## src/rtl/router_fifo_pkg.sv

```systemverilog
// Shared definitions for the router FIFO read-side logic.
//   RDR_BUF_DEPTH : number of entries in the reader output buffer
//   RDR_PTR_W     : width of the buffer read/write pointers
//   rdr_ptr_t     : buffer pointer type
//   rdr_ptr_inc() : pointer increment that wraps from the last entry back to 0
package router_fifo_pkg;

    localparam int unsigned RDR_BUF_DEPTH = 3;
    localparam int unsigned RDR_PTR_W     = 2;

    typedef logic [RDR_PTR_W-1:0] rdr_ptr_t;

    // Advance a buffer pointer; depth is not a power of two, so wrap explicitly.
    function automatic rdr_ptr_t rdr_ptr_inc(input rdr_ptr_t ptr);
        rdr_ptr_t nxt;
        if (ptr == RDR_PTR_W'(RDR_BUF_DEPTH - 1)) begin
            nxt = '0;
        end else begin
            nxt = ptr + RDR_PTR_W'(1);
        end
        return nxt;
    endfunction

endpackage : router_fifo_pkg

```

## src/rtl/fifo_reader_obuf.sv

```systemverilog
// 3-entry circular output buffer for the FIFO stream reader.
// Ports:
//   clk_i        : clock, rising edge
//   rst_i        : synchronous active-high reset; clears pointers, count and entries
//   push_i       : write push_data_i at the write pointer (caller guarantees a free slot)
//   push_data_i  : word to store
//   pop_i        : retire the head entry (caller guarantees the buffer is non-empty)
//   head_o       : entry at the read pointer
//   count_o      : number of entries held, 0..3
module fifo_reader_obuf
    import router_fifo_pkg::*;
#(
    parameter int unsigned WIDTH = 32
) (
    input  logic             clk_i,
    input  logic             rst_i,
    input  logic             push_i,
    input  logic [WIDTH-1:0] push_data_i,
    input  logic             pop_i,
    output logic [WIDTH-1:0] head_o,
    output logic [1:0]       count_o
);

    logic [WIDTH-1:0] mem_q [RDR_BUF_DEPTH];
    rdr_ptr_t         wr_ptr_q, wr_ptr_d;
    rdr_ptr_t         rd_ptr_q, rd_ptr_d;
    logic [1:0]       cnt_q, cnt_d;

    // Pointer and occupancy next-state; a simultaneous push and pop leaves the count unchanged.
    always_comb begin
        wr_ptr_d = wr_ptr_q;
        rd_ptr_d = rd_ptr_q;
        cnt_d    = cnt_q;

        if (push_i) begin
            wr_ptr_d = rdr_ptr_inc(wr_ptr_q);
        end
        if (pop_i) begin
            rd_ptr_d = rdr_ptr_inc(rd_ptr_q);
        end

        unique case ({push_i, pop_i})
            2'b10:   cnt_d = cnt_q + 2'd1;
            2'b01:   cnt_d = cnt_q - 2'd1;
            default: cnt_d = cnt_q;
        endcase
    end

    // State and storage registers.
    always_ff @(posedge clk_i) begin
        if (rst_i) begin
            wr_ptr_q <= '0;
            rd_ptr_q <= '0;
            cnt_q    <= '0;
            for (int unsigned i = 0; i < RDR_BUF_DEPTH; i++) begin
                mem_q[i] <= '0;
            end
        end else begin
            wr_ptr_q <= wr_ptr_d;
            rd_ptr_q <= rd_ptr_d;
            cnt_q    <= cnt_d;
            if (push_i) begin
                mem_q[wr_ptr_q] <= push_data_i;
            end
        end
    end

    assign head_o  = mem_q[rd_ptr_q];
    assign count_o = cnt_q;

endmodule : fifo_reader_obuf

```

## src/rtl/fifo_stream_reader.sv

```systemverilog
// Read-side master for a normal-mode (1-cycle latency) scfifo. Issues rdreq only when
// a landing slot is guaranteed, buffers returned words and presents them as a
// valid/ready stream. rdreq depends on registered state and fifo_empty only, never
// on out_ready.
// Ports:
//   clock       : clock, rising edge
//   sclr        : synchronous active-high reset
//   fifo_empty  : FIFO empty flag
//   fifo_q      : FIFO read data, valid the cycle after an accepted rdreq
//   fifo_rdreq  : FIFO read request
//   out_valid   : output word available
//   out_data    : output word (buffer head)
//   out_ready   : downstream accepts the word
//   buf_level   : words held in the buffer, 0..3
//   xfer_count  : saturating count of output handshakes
module fifo_stream_reader
    import router_fifo_pkg::*;
#(
    parameter int unsigned WIDTH     = 32,
    parameter int unsigned CNT_WIDTH = 16
) (
    input  logic                 clock,
    input  logic                 sclr,
    input  logic                 fifo_empty,
    input  logic [WIDTH-1:0]     fifo_q,
    output logic                 fifo_rdreq,
    output logic                 out_valid,
    output logic [WIDTH-1:0]     out_data,
    input  logic                 out_ready,
    output logic [1:0]           buf_level,
    output logic [CNT_WIDTH-1:0] xfer_count
);

    logic                 inflight_q;
    logic [CNT_WIDTH-1:0] xfer_q, xfer_d;
    logic [1:0]           buf_cnt;
    logic [2:0]           owed;
    logic                 pop;

    // Slots already committed: buffered words plus the word currently in flight.
    assign owed       = {1'b0, buf_cnt} + {2'b00, inflight_q};
    assign fifo_rdreq = !sclr && !fifo_empty && (owed < 3'(RDR_BUF_DEPTH));

    assign out_valid  = (buf_cnt != 2'd0);
    assign pop        = out_valid && out_ready;

    fifo_reader_obuf #(
        .WIDTH (WIDTH)
    ) u_obuf (
        .clk_i       (clock),
        .rst_i       (sclr),
        .push_i      (inflight_q),
        .push_data_i (fifo_q),
        .pop_i       (pop),
        .head_o      (out_data),
        .count_o     (buf_cnt)
    );

    // Handshake counter, held at all-ones once saturated.
    always_comb begin
        xfer_d = xfer_q;
        if (pop && (xfer_q != '1)) begin
            xfer_d = xfer_q + CNT_WIDTH'(1);
        end
    end

    // An accepted read lands next cycle; sclr discards any word still in flight.
    always_ff @(posedge clock) begin
        if (sclr) begin
            inflight_q <= 1'b0;
            xfer_q     <= '0;
        end else begin
            inflight_q <= fifo_rdreq;
            xfer_q     <= xfer_d;
        end
    end

    assign buf_level  = buf_cnt;
    assign xfer_count = xfer_q;

endmodule : fifo_stream_reader

```

## config.mk

```make
export PLATFORM = sky130hd
export DESIGN_NAME = fifo_stream_reader
export DESIGN_NICKNAME = d
export VERILOG_FILES = /design/src/rtl/router_fifo_pkg.sv /design/src/rtl/fifo_reader_obuf.sv /design/src/rtl/fifo_stream_reader.sv
export SDC_FILE = /design/constraint.sdc
export NUM_CORES = 1
export LEC_CHECK = 0
export ABC_AREA = 1
export BUFFER_PORTS_ARGS = -buffer_cell sky130_fd_sc_hd__buf_2
export CORE_MARGIN = 3
export CORE_UTILIZATION = 50
export DETAILED_ROUTE_END_ITERATION = 8
export PLACE_DENSITY = 0.71
export SYNTH_ARGS = -nofsm -noshare
export SYNTH_HDL_FRONTEND = slang
export SYNTH_SLANG_ARGS = --single-unit
```

## constraint.sdc

```tcl
create_clock -name clock -period 6.35 [get_ports clock]
set_input_delay 0.9525 -clock clock [delete_from_list [all_inputs] [get_ports clock]]
set_output_delay 0.9525 -clock clock [all_outputs]
set_load 0.005 [all_outputs]
```

Word-level counts from Yosys, hierarchy flattened. Memory sizes are Yosys's and may differ from the RTL's. A register that Yosys moved wholly into a read port is not among the register bits. Cells that the tools add are included.

Add/sub/neg operators: 6. Magnitude comparators: 1. Equal/unequal tests: 5. Multiplexer cells: 13. Reduce and logical (&&, ||, !) cells: 9.

Operators with widths (count): 2-to-1 mux 32 bit (1); OR reduction 32 bit (1); adder 16 x 1 -> 16 bit (second input constant) (1); != test 16 bit (second input constant) (1); 2-to-1 mux 2 bit (5); adder 2 x 1 -> 2 bit (second input constant) (3); == test 2 bit (second input constant) (3); 2-to-1 mux 1 bit (6); logical AND 1 bit (4); one-hot mux 2 bit (2 select lines) (1); nonzero test 2 bit (2); adder 2 x 1 -> 3 bit (1); < comparator 3 x 2 -> 1 bit (second input constant) (1); == test 2 x 1 -> 1 bit (second input constant) (1); logical NOT 1 bit (2); subtractor 2 x 1 -> 2 bit (second input constant) (1).

Register bits after elaboration: 23. Memory bits (writable): 96. Input bits: 36. Output and inout bits: 52. Memories: 1.

Memories: u_obuf.mem_q (words 3, bits a word 32, rd ports 1, clocked after Yosys merged registers in 1, wr ports 3, RTL line fifo_reader_obuf.sv:24) `logic [WIDTH-1:0] mem_q [RDR_BUF_DEPTH];`.

Longest topological paths before layout. Gate-level depths: netlist of the first run.

Depth in word-level cells: 5. Gate-level depth with buffers: 10.

Cells and area by module. From an unflattened synthesis of the first run, not the netlist that was laid out.

Cells, all modules: 644. Area, all modules: 6779.0 sq um.

Modules (own cells, without submodules): fifo_reader_obuf (times used 1, cells an instance 489, area an instance 5688.0 sq um); fifo_stream_reader (times used 1, cells an instance 155, area an instance 1091.0 sq um).

Least setup slack after synthesis of the first run. No wires, ideal clock.

Kind: input to register. Start point: input port sclr. End point: memory u_obuf.mem_q[3][0], enable pin. Setup time: 0.502 ns. Arrival time: 4.313 ns. Required time: 5.848 ns. Setup slack: 1.536 ns. Stages on the path: 2. Path buffers: 1. Path through: buf_2 > nor4_1.

RTL lines: from (decl) (RTL line fifo_stream_reader.sv:23) `input logic sclr,`; to (decl) (RTL line fifo_reader_obuf.sv:24).

==> Flow_metrics.wiki, run 1 <==
{| class="wikitable"
! Metric !! Value
|-
| Portion of the post-synthesis area used by sequential elements || 65.5%
|-
| Final clock skew || 4.54 ps
|-
| Final Hold Viols || 0
|-
| Crit. End Element || output port
|-
| Final routed wire length divided by cell count || 15.7 µm
|-
| Critical path peak fanout || 33
|-
| Cell family contributing the most delay on the critical path || flip-flops
|-
| Area of the die || 0.0147 mm²
|-
| Portion of synthesized cell area occupied by the leading cell type || 58.0%
|-
| Setup repair after global routing missed its margin || false
|-
| Clock latency of the later-clocked register in the worst-skew pair || 420 ps
|-
| Transition time at the pin with the least slew margin || 1090 ps
|-
| Count of cell types in the netlist || 31
|-
| Worst reg2reg path endpoint || u_obuf.mem_q[2][18]
|-
| Biggest cell delay along the critical path || 1040 ps
|-
| Wire length of the first global-routing pass || 23200 µm
|-
| Number of buffer and inverter instances along the worst setup path || 2
|-
| Comb pwr share || 19.3%
|-
| VDD IR max || 0.000180 V
|-
| Sw power || 0.804 mW
|-
| Clock share of power || 36.5%
|-
| Yosys top cell by area || sky130_fd_sc_hd__edfxtp_1
|-
| Run status || completed
|-
| Dpl ws || 2990 ps
|-
| Number of antenna violations at the first check in global routing || 1
|-
| Slowest cell on the critical path || sky130_fd_sc_hd__dfxtp_1
|-
| Worst Path Arrival || 2800 ps
|-
| Clock buffer count from CTS || 17
|-
| Count of input and output buffers || 87
|-
| Register bit total from synthesis || 153
|-
| Post-CTS Setup Repair Bufs || 0
|-
| Final worst hold slack || 511 ps
|-
| Fraction of the core area covered by cells at the end of the flow || 60.9%
|-
| Smallest setup slack after layout || 2600 ps
|-
| Yosys warnings || 0
|-
| Count of pins over their slew limit || 0
|-
| Final Critical Period || 3750 ps
|-
| Startpoint of the most critical register-to-register path || inflight_q
|-
| Non-filler instance count after layout || 918
|-
| # IOs || 88
|-
| Portion of total power attributed to sequential cells || 44.2%
|-
| Antenna Diode Count || 0
|-
| Number of DRC violations after detailed routing || 0
|-
| CTS tree || built
|-
| Die height || 121 µm
|-
| Gpl congestion || 0.889
|-
| Critical setup path kind || reg2out
|-
| Count of clock tree sinks || 153
|-
| Share of final-layout standard cells stronger than drive strength 1 || 20.6%
|-
| Net switching fraction of the power || 28.8%
|-
| Layout Nets || 773
|-
| Netlist area before placement || 0.00663 mm²
|-
| Register-to-register setup slack || 4150 ps
|-
| Number of hold buffers added after cts || 0
|-
| Cell chain of the critical path || inv_1, o21ai_1, o22ai_1, buf_2
|-
| Post-Place Cell Area || 0.00718 mm²
|-
| GR Util All Layers || 20.4%
|-
| Startpoint of the lowest-slack hold path || u_obuf.rd_ptr_q[1]
|-
| Worst-case clock buffer depth || 2
|-
| Slew margin rel. || 27.2%
|-
| Site Rows || 41
|-
| Maximum number of pins on one net before global-route repair || 66
|-
| Max-capacitance violation count || 0
|-
| Share of the clock period used by the worst path after layout || 59.1%
|-
| Growth of design area from synthesis to finish || 17.4%
|-
| CTS clock-pin slew for the worst setup and hold paths || 60 ps
|-
| Die X || 121 µm
|-
| Net count after synthesis || 692
|-
| Length of the first detailed-routing pass in iterations || 5
|-
| Power per unit of standard cell area || 358 mW/mm²
|-
| Leading cell types by total area after synthesis || sky130_fd_sc_hd__edfxtp_1 (58%), sky130_fd_sc_hd__nor2_1 (11%), sky130_fd_sc_hd__dfxtp_1 (7.5%)
|-
| Sink of the worst hold path || u_obuf.rd_ptr_q[1]
|-
| Total Routed Length || 14400 µm
|-
| Post-CTS sizing || 0
|-
| Hold Crit Class || reg2reg
|-
| Maximum frequency from static timing analysis || 0.266 GHz
|-
| Internal power || 1.99 mW
|-
| H-tree levels || 4
|-
| Final std cell area, no fill || 0.00778 mm²
|-
| Leakage component of the power || 3.24 nW
|-
| Number of cells on the worst hold path || 2
|-
| Most frequent cells in the layout || sky130_fd_sc_hd__nor2_1 (201), sky130_fd_sc_hd__edfxtp_1 (128), sky130_fd_sc_hd__buf_2 (87), sky130_fd_sc_hd__o21ai_0 (58), sky130_fd_sc_hd__nand2_1 (57)
|-
| Vias || 4916
|-
| Most common cell after layout, fill and taps aside || sky130_fd_sc_hd__nor2_1
|-
| Final HPWL from detailed placement || 8950 µm
|-
| Design Power || 2.79 mW
|-
| Starting Density || 51.9%
|-
| Syn Inst Count || 652
|-
| Post-route setup TNS || 0 ps
|-
| Aggregate global routing overflow || 0
|-
| CTS root buffer || sky130_fd_sc_hd__clkbuf_16
|-
| Area of the core region || 0.0128 mm²
|-
| Startpoint type of the worst setup path || flip-flop
|-
| Placed cell count || 886
|-
| Via count of the first global-routing pass || 5005
|-
| Antenna Violating Nets Remaining || 0
|-
| Starting DRT DRC Count || 450
|-
| Final count of negative-setup-slack endpoints || 0
|-
| Via density per instance || 5.36
|-
| Data required time of the critical path || 5400 ps
|-
| Number of cells on the worst reg-to-reg path || 6
|-
| Synthesized area per cell || 10.2 µm²
|}
area by class of cell:
class / instances / area (µm²)
clock buffers: 18 / 429
clock inverters: 14 / 173
fillers: 1033 / 4990
inverters: 53 / 199
multi-input cells: 414 / 1940
flip-flops and latches: 153 / 4350
well taps: 172 / 215
repair buffers: 94 / 488
worst reg2reg max path, stage by stage, from the launching register on:
cell and delay [ps]:
sky130_fd_sc_hd__dfxtp_1 380, sky130_fd_sc_hd__inv_1 110, sky130_fd_sc_hd__nor2_2 140, sky130_fd_sc_hd__nand3_1 90, sky130_fd_sc_hd__buf_4 260, sky130_fd_sc_hd__nand2_1 490, sky130_fd_sc_hd__buf_4 390
metal layers:
metal  global-route usage (%)  vias up  routed length [µm]
met3                     4.66       32                 698
met5                        0        -                   7
met2                     35.2      143                7430
met4                     9.38        2                 318
li1                         -     2362                   -
met1                     24.2     2377                5920
synth_stat cells:
library cell                number
sky130_fd_sc_hd__nand2_2         4
sky130_fd_sc_hd__o211a_1         1
sky130_fd_sc_hd__o22ai_1        32
sky130_fd_sc_hd__nor2_4          6
sky130_fd_sc_hd__clkbuf_8        1
sky130_fd_sc_hd__nand2_4         2
sky130_fd_sc_hd__nor4_1          1
sky130_fd_sc_hd__nor2_2         10
sky130_fd_sc_hd__o31ai_1         2
sky130_fd_sc_hd__o21ai_0        58
sky130_fd_sc_hd__buf_6           1
sky130_fd_sc_hd__nand3_1        13
sky130_fd_sc_hd__dfxtp_1        25
sky130_fd_sc_hd__edfxtp_1      128
sky130_fd_sc_hd__nor2_1        201
sky130_fd_sc_hd__buf_4           1
sky130_fd_sc_hd__a2111oi_0       2
sky130_fd_sc_hd__inv_1          49
sky130_fd_sc_hd__ha_1            4
sky130_fd_sc_hd__clkbuf_1       15
sky130_fd_sc_hd__a21oi_1         6
sky130_fd_sc_hd__a211oi_1        1
sky130_fd_sc_hd__o21ai_1         8
sky130_fd_sc_hd__nand2_1        57
sky130_fd_sc_hd__nand4_1         1
sky130_fd_sc_hd__nor3_1          2
sky130_fd_sc_hd__inv_2           4
sky130_fd_sc_hd__xor2_1          1
sky130_fd_sc_hd__nor2_8          1
sky130_fd_sc_hd__buf_2          14
sky130_fd_sc_hd__and3_1          1
worst max path at each step:
stage | endpoint | slack, ps | cells after the start
2_1_floorplan | u_obuf.mem_q[3][0] | 1540 | 2
3_3_place_gp | out_data[10] | 3070 | 4
3_5_place_dp | out_data[10] | 2990 | 4
4_1_cts | out_data[10] | 2570 | 4
5_1_grt | out_data[15] | 2280 | 4
6_report | out_data[17] | 2600 | 4
power groups by stage:
stage	clock network [mW]	logic, mW	registers, mW
floorplan	0	0.373	1.20
global placement	0	0.525	1.25
detailed placement	0	0.543	1.25
CTS	1.03	0.545	1.23
global route	1.08	0.604	1.25
finish	1.02	0.539	1.23
registers in the layout, indices dropped and copies added (netlist names), named ones only:
| signal | flops |
|---|---|
| xfer_count | 16 |
| u_obuf.rd_ptr_q | 2 |
| inflight_q | 1 |
| u_obuf.wr_ptr_q | 2 |
| u_obuf.count_o | 2 |
| u_obuf.mem_q | 128 |
cell families after synthesis:
family                   share of synthesized area (%)
AO/OA/AOI/OAI                                     9.21
XOR/XNOR                                         0.132
AND/OR/NAND/NOR                                   19.0
buffers and inverters                             5.40
flip-flops                                        65.5
adder cells (fa/ha/maj)                          0.755
(Power assumes the default switching activity.)
==> run 2, diff against run 1 <==
--- a/config.mk
+++ b/config.mk
@@ -5,7 +5,7 @@
 export SDC_FILE = /design/constraint.sdc
 export NUM_CORES = 1
 export LEC_CHECK = 0
-export ABC_AREA = 1
+export ABC_AREA = 0
 export BUFFER_PORTS_ARGS = -buffer_cell sky130_fd_sc_hd__buf_2
 export CORE_MARGIN = 3
 export CORE_UTILIZATION = 50
==> constraint.sdc (replaced) <==
create_clock -name clock -period 3.7 [get_ports clock]
set_input_delay 0.555 -clock clock [delete_from_list [all_inputs] [get_ports clock]]
set_output_delay 0.555 -clock clock [all_outputs]
set_load 0.005 [all_outputs]
==> run 2 against run 1 <==
First-iteration DRC count decreased by 37%. Register-to-register slack worse by 3000 ps. Cell count shrank 25%. Largest power group unchanged. Highest routed layer is now met4.
==> Flow_metrics.wiki, run 2 <==
{| class="wikitable"
! Metric !! Value
|-
| CTS root buffer || sky130_fd_sc_hd__clkbuf_16
|-
| Hold Crit Class || in2reg
|-
| Growth of design area from synthesis to finish || 18.2%
|-
| Crit. End Element || output port
|-
| Share of final-layout standard cells stronger than drive strength 1 || 32.2% (+12 points)
|-
| Site Rows || 40 (-2.4%)
|-
| Startpoint type of the worst setup path || flip-flop
|-
| Run status || completed
|-
| Clock latency of the later-clocked register in the worst-skew pair || 420 ps (about the same)
|-
| Number of DRC violations after detailed routing || 0 (unchanged)
|-
| Max reg flops || 128 (unchanged)
|-
| Wire length of the first global-routing pass || 20500 µm (-12%)
|-
| Critical path peak fanout || 17 (-48%)
|-
| Number of cells on the worst hold path || 2 (unchanged)
|-
| Data required time of the critical path || 3140 ps (-2260 ps)
|-
| Die X || 120 µm (-1.0%)
|-
| Maximum number of pins on one net before global-route repair || 35 (-47%)
|-
| Die height || 120 µm (-1.0%)
|-
| Main combinational cell family by area after synthesis || simple AND/OR/NAND/NOR gates
|-
| Area of the die || 0.0144 mm² (-2.0%)
|-
| Post-CTS Setup Repair Bufs || 0 (unchanged)
|-
| Share of the clock period used by the worst path after layout || 72.0%
|-
| Antenna Violating Nets Remaining || 0 (unchanged)
|-
| Placed cell count || 654 (-26%)
|-
| Via density per instance || 5.54 (+3.4%)
|-
| Slowest cell on the critical path || sky130_fd_sc_hd__dfxtp_2
|-
| Register-to-register setup slack || 1180 ps (-2970 ps)
|-
| Starting Density || 52.5% (+0.61 points)
|-
| Yosys top cell by area || sky130_fd_sc_hd__edfxtp_1
|-
| Total Routed Length || 13000 µm (-9.6%)
|-
| Maximum frequency from static timing analysis || 0.375 GHz
|-
| Yosys warnings || 0 (unchanged)
|-
| EDFF count, synth || 128 (unchanged)
|-
| Biggest register || u_obuf.mem_q
|-
| Starting DRT DRC Count || 283 (-37%)
|-
| Most used standard cells in the synthesized netlist || sky130_fd_sc_hd__edfxtp_1 (128), sky130_fd_sc_hd__and2_1 (96), sky130_fd_sc_hd__mux4_2 (32), sky130_fd_sc_hd__dfxtp_1 (25)
|-
| Max-capacitance violation count || 0 (unchanged)
|-
| Final HPWL from detailed placement || 7720 µm (-14%)
|-
| Share of the synthesized netlist area taken by xor and xnor gates || 0.270% (+0.14 points)
|-
| Syn Inst Count || 416 (-36%)
|-
| Power per unit of standard cell area || 556 mW/mm² (+55%)
|-
| Number of hold buffers added after cts || 0 (unchanged)
|-
| Setup repair after global routing missed its margin || false
|-
| Synthesized area per cell || 15.6 µm² (+53%)
|-
| Final Hold Viols || 0 (unchanged)
|-
| CTS clock-pin slew for the worst setup and hold paths || 60 ps (about the same)
|-
| Area of the core region || 0.0124 mm² (-3.2%)
|-
| Number of cells on the worst reg-to-reg path || 5 (-1)
|-
| Fraction of registers with async set or reset after synthesis || 0% (unchanged)
|-
| Count of pins over their slew limit || 0 (unchanged)
|-
| Leading cell types by total area after synthesis || sky130_fd_sc_hd__edfxtp_1 (59%), sky130_fd_sc_hd__mux4_2 (11%), sky130_fd_sc_hd__and2_1 (9.3%)
|-
| Via count of the first global-routing pass || 3896 (-22%)
|-
| Most common cell after layout, fill and taps aside || sky130_fd_sc_hd__edfxtp_1
|-
| Startpoint of the most critical register-to-register path || u_obuf.count_o[0]
|-
| Count of clock tree sinks || 153 (unchanged)
|-
| Count of input and output buffers || 87 (unchanged)
|-
| Final Critical Period || 2670 ps
|-
| Antenna Diode Count || 0 (unchanged)
|-
| Register bit total from synthesis || 153 (unchanged)
|-
| Netlist area before placement || 0.00649 mm² (-2.1%)
|-
| Worst-case clock buffer depth || 2 (unchanged)
|-
| GR Util All Layers || 18.9% (-1.5 points)
|-
| Simple-Gate Fraction of Synth Area || 16.1% (-2.9 points)
|-
| Post-route setup TNS || 0 ps (unchanged)
|-
| Slew margin rel. || 17.7% (-9.5 points)
|-
| VDD IR max || 0.000338 V (+88%)
|-
| Final clock skew || 4.48 ps (-0.0567 ps)
|-
| CTS tree || built
|-
| Number of antenna violations at the first check in global routing || 0 (-1)
|-
| Worst Path Arrival || 2110 ps (-690 ps)
|-
| Count of cell types in the netlist || 42 (+35%)
|-
| Post-synthesis mux area share || 11.8% (+12 points)
|-
| Final routed wire length divided by cell count || 19.0 µm (+21%)
|-
| Share of the synthesized area in compound gates (AO/OA/AOI/OAI) || 2.66% (-6.5 points)
|-
| Gpl congestion || 0.786 (-12%)
|-
| Most frequent cells in the layout || sky130_fd_sc_hd__edfxtp_1 (128), sky130_fd_sc_hd__and2_1 (96), sky130_fd_sc_hd__buf_2 (87), sky130_fd_sc_hd__mux4_2 (32), sky130_fd_sc_hd__dfxtp_1 (23)
|-
| Portion of synthesized cell area occupied by the leading cell type || 59.2% (+1.2 points)
|-
| Most instantiated library cell after synthesis || sky130_fd_sc_hd__edfxtp_1
|-
| Cell chain of the critical path || buf_12, mux4_2, buf_2
|-
| Leakage component of the power || 2.89 nW (-11%)
|-
| Net count after synthesis || 456 (-34%)
|-
| Sink of the worst hold path || inflight_q
|-
| Dpl ws || 1210 ps (-1790 ps)
|-
| Final count of negative-setup-slack endpoints || 0 (unchanged)
|-
| Sequential standard cell area || 0.00435 mm² (about the same)
|-
| Length of the first detailed-routing pass in iterations || 6 (+1)
|-
| # IOs || 88 (unchanged)
|-
| Non-filler instance count after layout || 684 (-25%)
|-
| Startpoint of the lowest-slack hold path || fifo_empty
|-
| Vias || 3786 (-23%)
|-
| Worst reg2reg path endpoint || u_obuf.count_o[1]
|-
| Layout Nets || 545 (-29%)
|-
| Total of fill cells in the finished design || 944 (-8.6%)
|-
| Clock buffer count from CTS || 17 (unchanged)
|-
| Post-synthesis adder-cell area fraction || 0.771% (+0.016 points)
|-
| Smallest setup slack after layout || 1030 ps (-1560 ps)
|-
| Critical setup path kind || reg2out
|-
| Dominant synthesized flop cell || sky130_fd_sc_hd__edfxtp_1
|-
| Transition time at the pin with the least slew margin || 1230 ps (+136 ps)
|-
| Biggest cell delay along the critical path || 720 ps (-320 ps)
|-
| Post-CTS sizing || 0 (unchanged)
|-
| Design Power || 4.26 mW (+53%)
|-
| Multi-input gate area in the final layout || 0.00206 mm² (+6.5%)
|-
| H-tree levels || 4 (unchanged)
|-
| Portion of the post-synthesis area used by sequential elements || 66.9% (+1.4 points)
|-
| Aggregate global routing overflow || 0 (unchanged)
|}
## run 2: cell count changes after synthesis, moves of 10 or more
cell                      delta
sky130_fd_sc_hd__nor2_1    -191
sky130_fd_sc_hd__and2_1     +96
sky130_fd_sc_hd__o21ai_0    -51
sky130_fd_sc_hd__nand2_1    -49
sky130_fd_sc_hd__inv_1      -45
sky130_fd_sc_hd__mux4_2     +32
sky130_fd_sc_hd__o22ai_1    -32
sky130_fd_sc_hd__nor2_2     -10
## run 2: layout make-up
class	count	area share, %
repair buffers	91	6.23
flip-flops and latches	153	56.6
multi-input cells	238	26.9
clock buffers	17	5.54
clock inverters	13	1.78
well taps	168	2.74
inverters	4	0.196
## run 2: routing by layer
metal / wire [µm] / GRT usage [%] / vias to the layer above
met1: 5450 / 23.2 / 1898
met4: 189 / 5.30 / 0
met5: 0 / 0 / -
met3: 668 / 5.98 / 20
met2: 6690 / 32.1 / 100
li1: - / - / 1768
## run 2: worst max path at each step
stage | startpoint | to | slack, ps | cells past startpoint
2_1_floorplan | sclr | u_obuf.mem_q[2][0] | 1720 | 2
3_3_place_gp | out_ready | xfer_count[15] | 1310 | 5
3_5_place_dp | u_obuf.count_o[0] | u_obuf.count_o[1] | 1210 | 5
4_1_cts | flip-flop | out_data[26] | 960 | 3
5_1_grt | flip-flop | out_data[0] | 870 | 3
6_report | flip-flop | out_data[0] | 1030 | 3
## run 2: through the flow
| step | utilization, % | hold slack (ps) | instance area [µm²] |
|---|---|---|---|
| floorplan | - | 460 | 6490 |
| global placement | 57.5 | 468 | 7110 |
| detailed placement | 57.5 | 481 | 7110 |
| CTS | 62.1 | 311 | 7670 |
| global route | 62.1 | 319 | 7670 |
| finish | 62.1 | 325 | 7670 |
## run 2: cell families (layout without fill, tap and decap cells)
family          after synthesis  in the layout
simple gates                166            166
flops                       153            153
mux                          36             36
compound gates               30             30
buf+inv                      25            125
fa+ha+maj                     4              4
xor+xnor                      2              2
## run 2: where the power goes
group / switching, mW / internal, mW
Clock: 0.634 / 1.03
Sequential: 0.0873 / 1.95
Combinational: 0.252 / 0.302
## run 2: critical path: cells and delay by family (launching register included)
kind     cells  cell delay [ps]
mux          1              550
buf+inv      2              420
flops        1              720
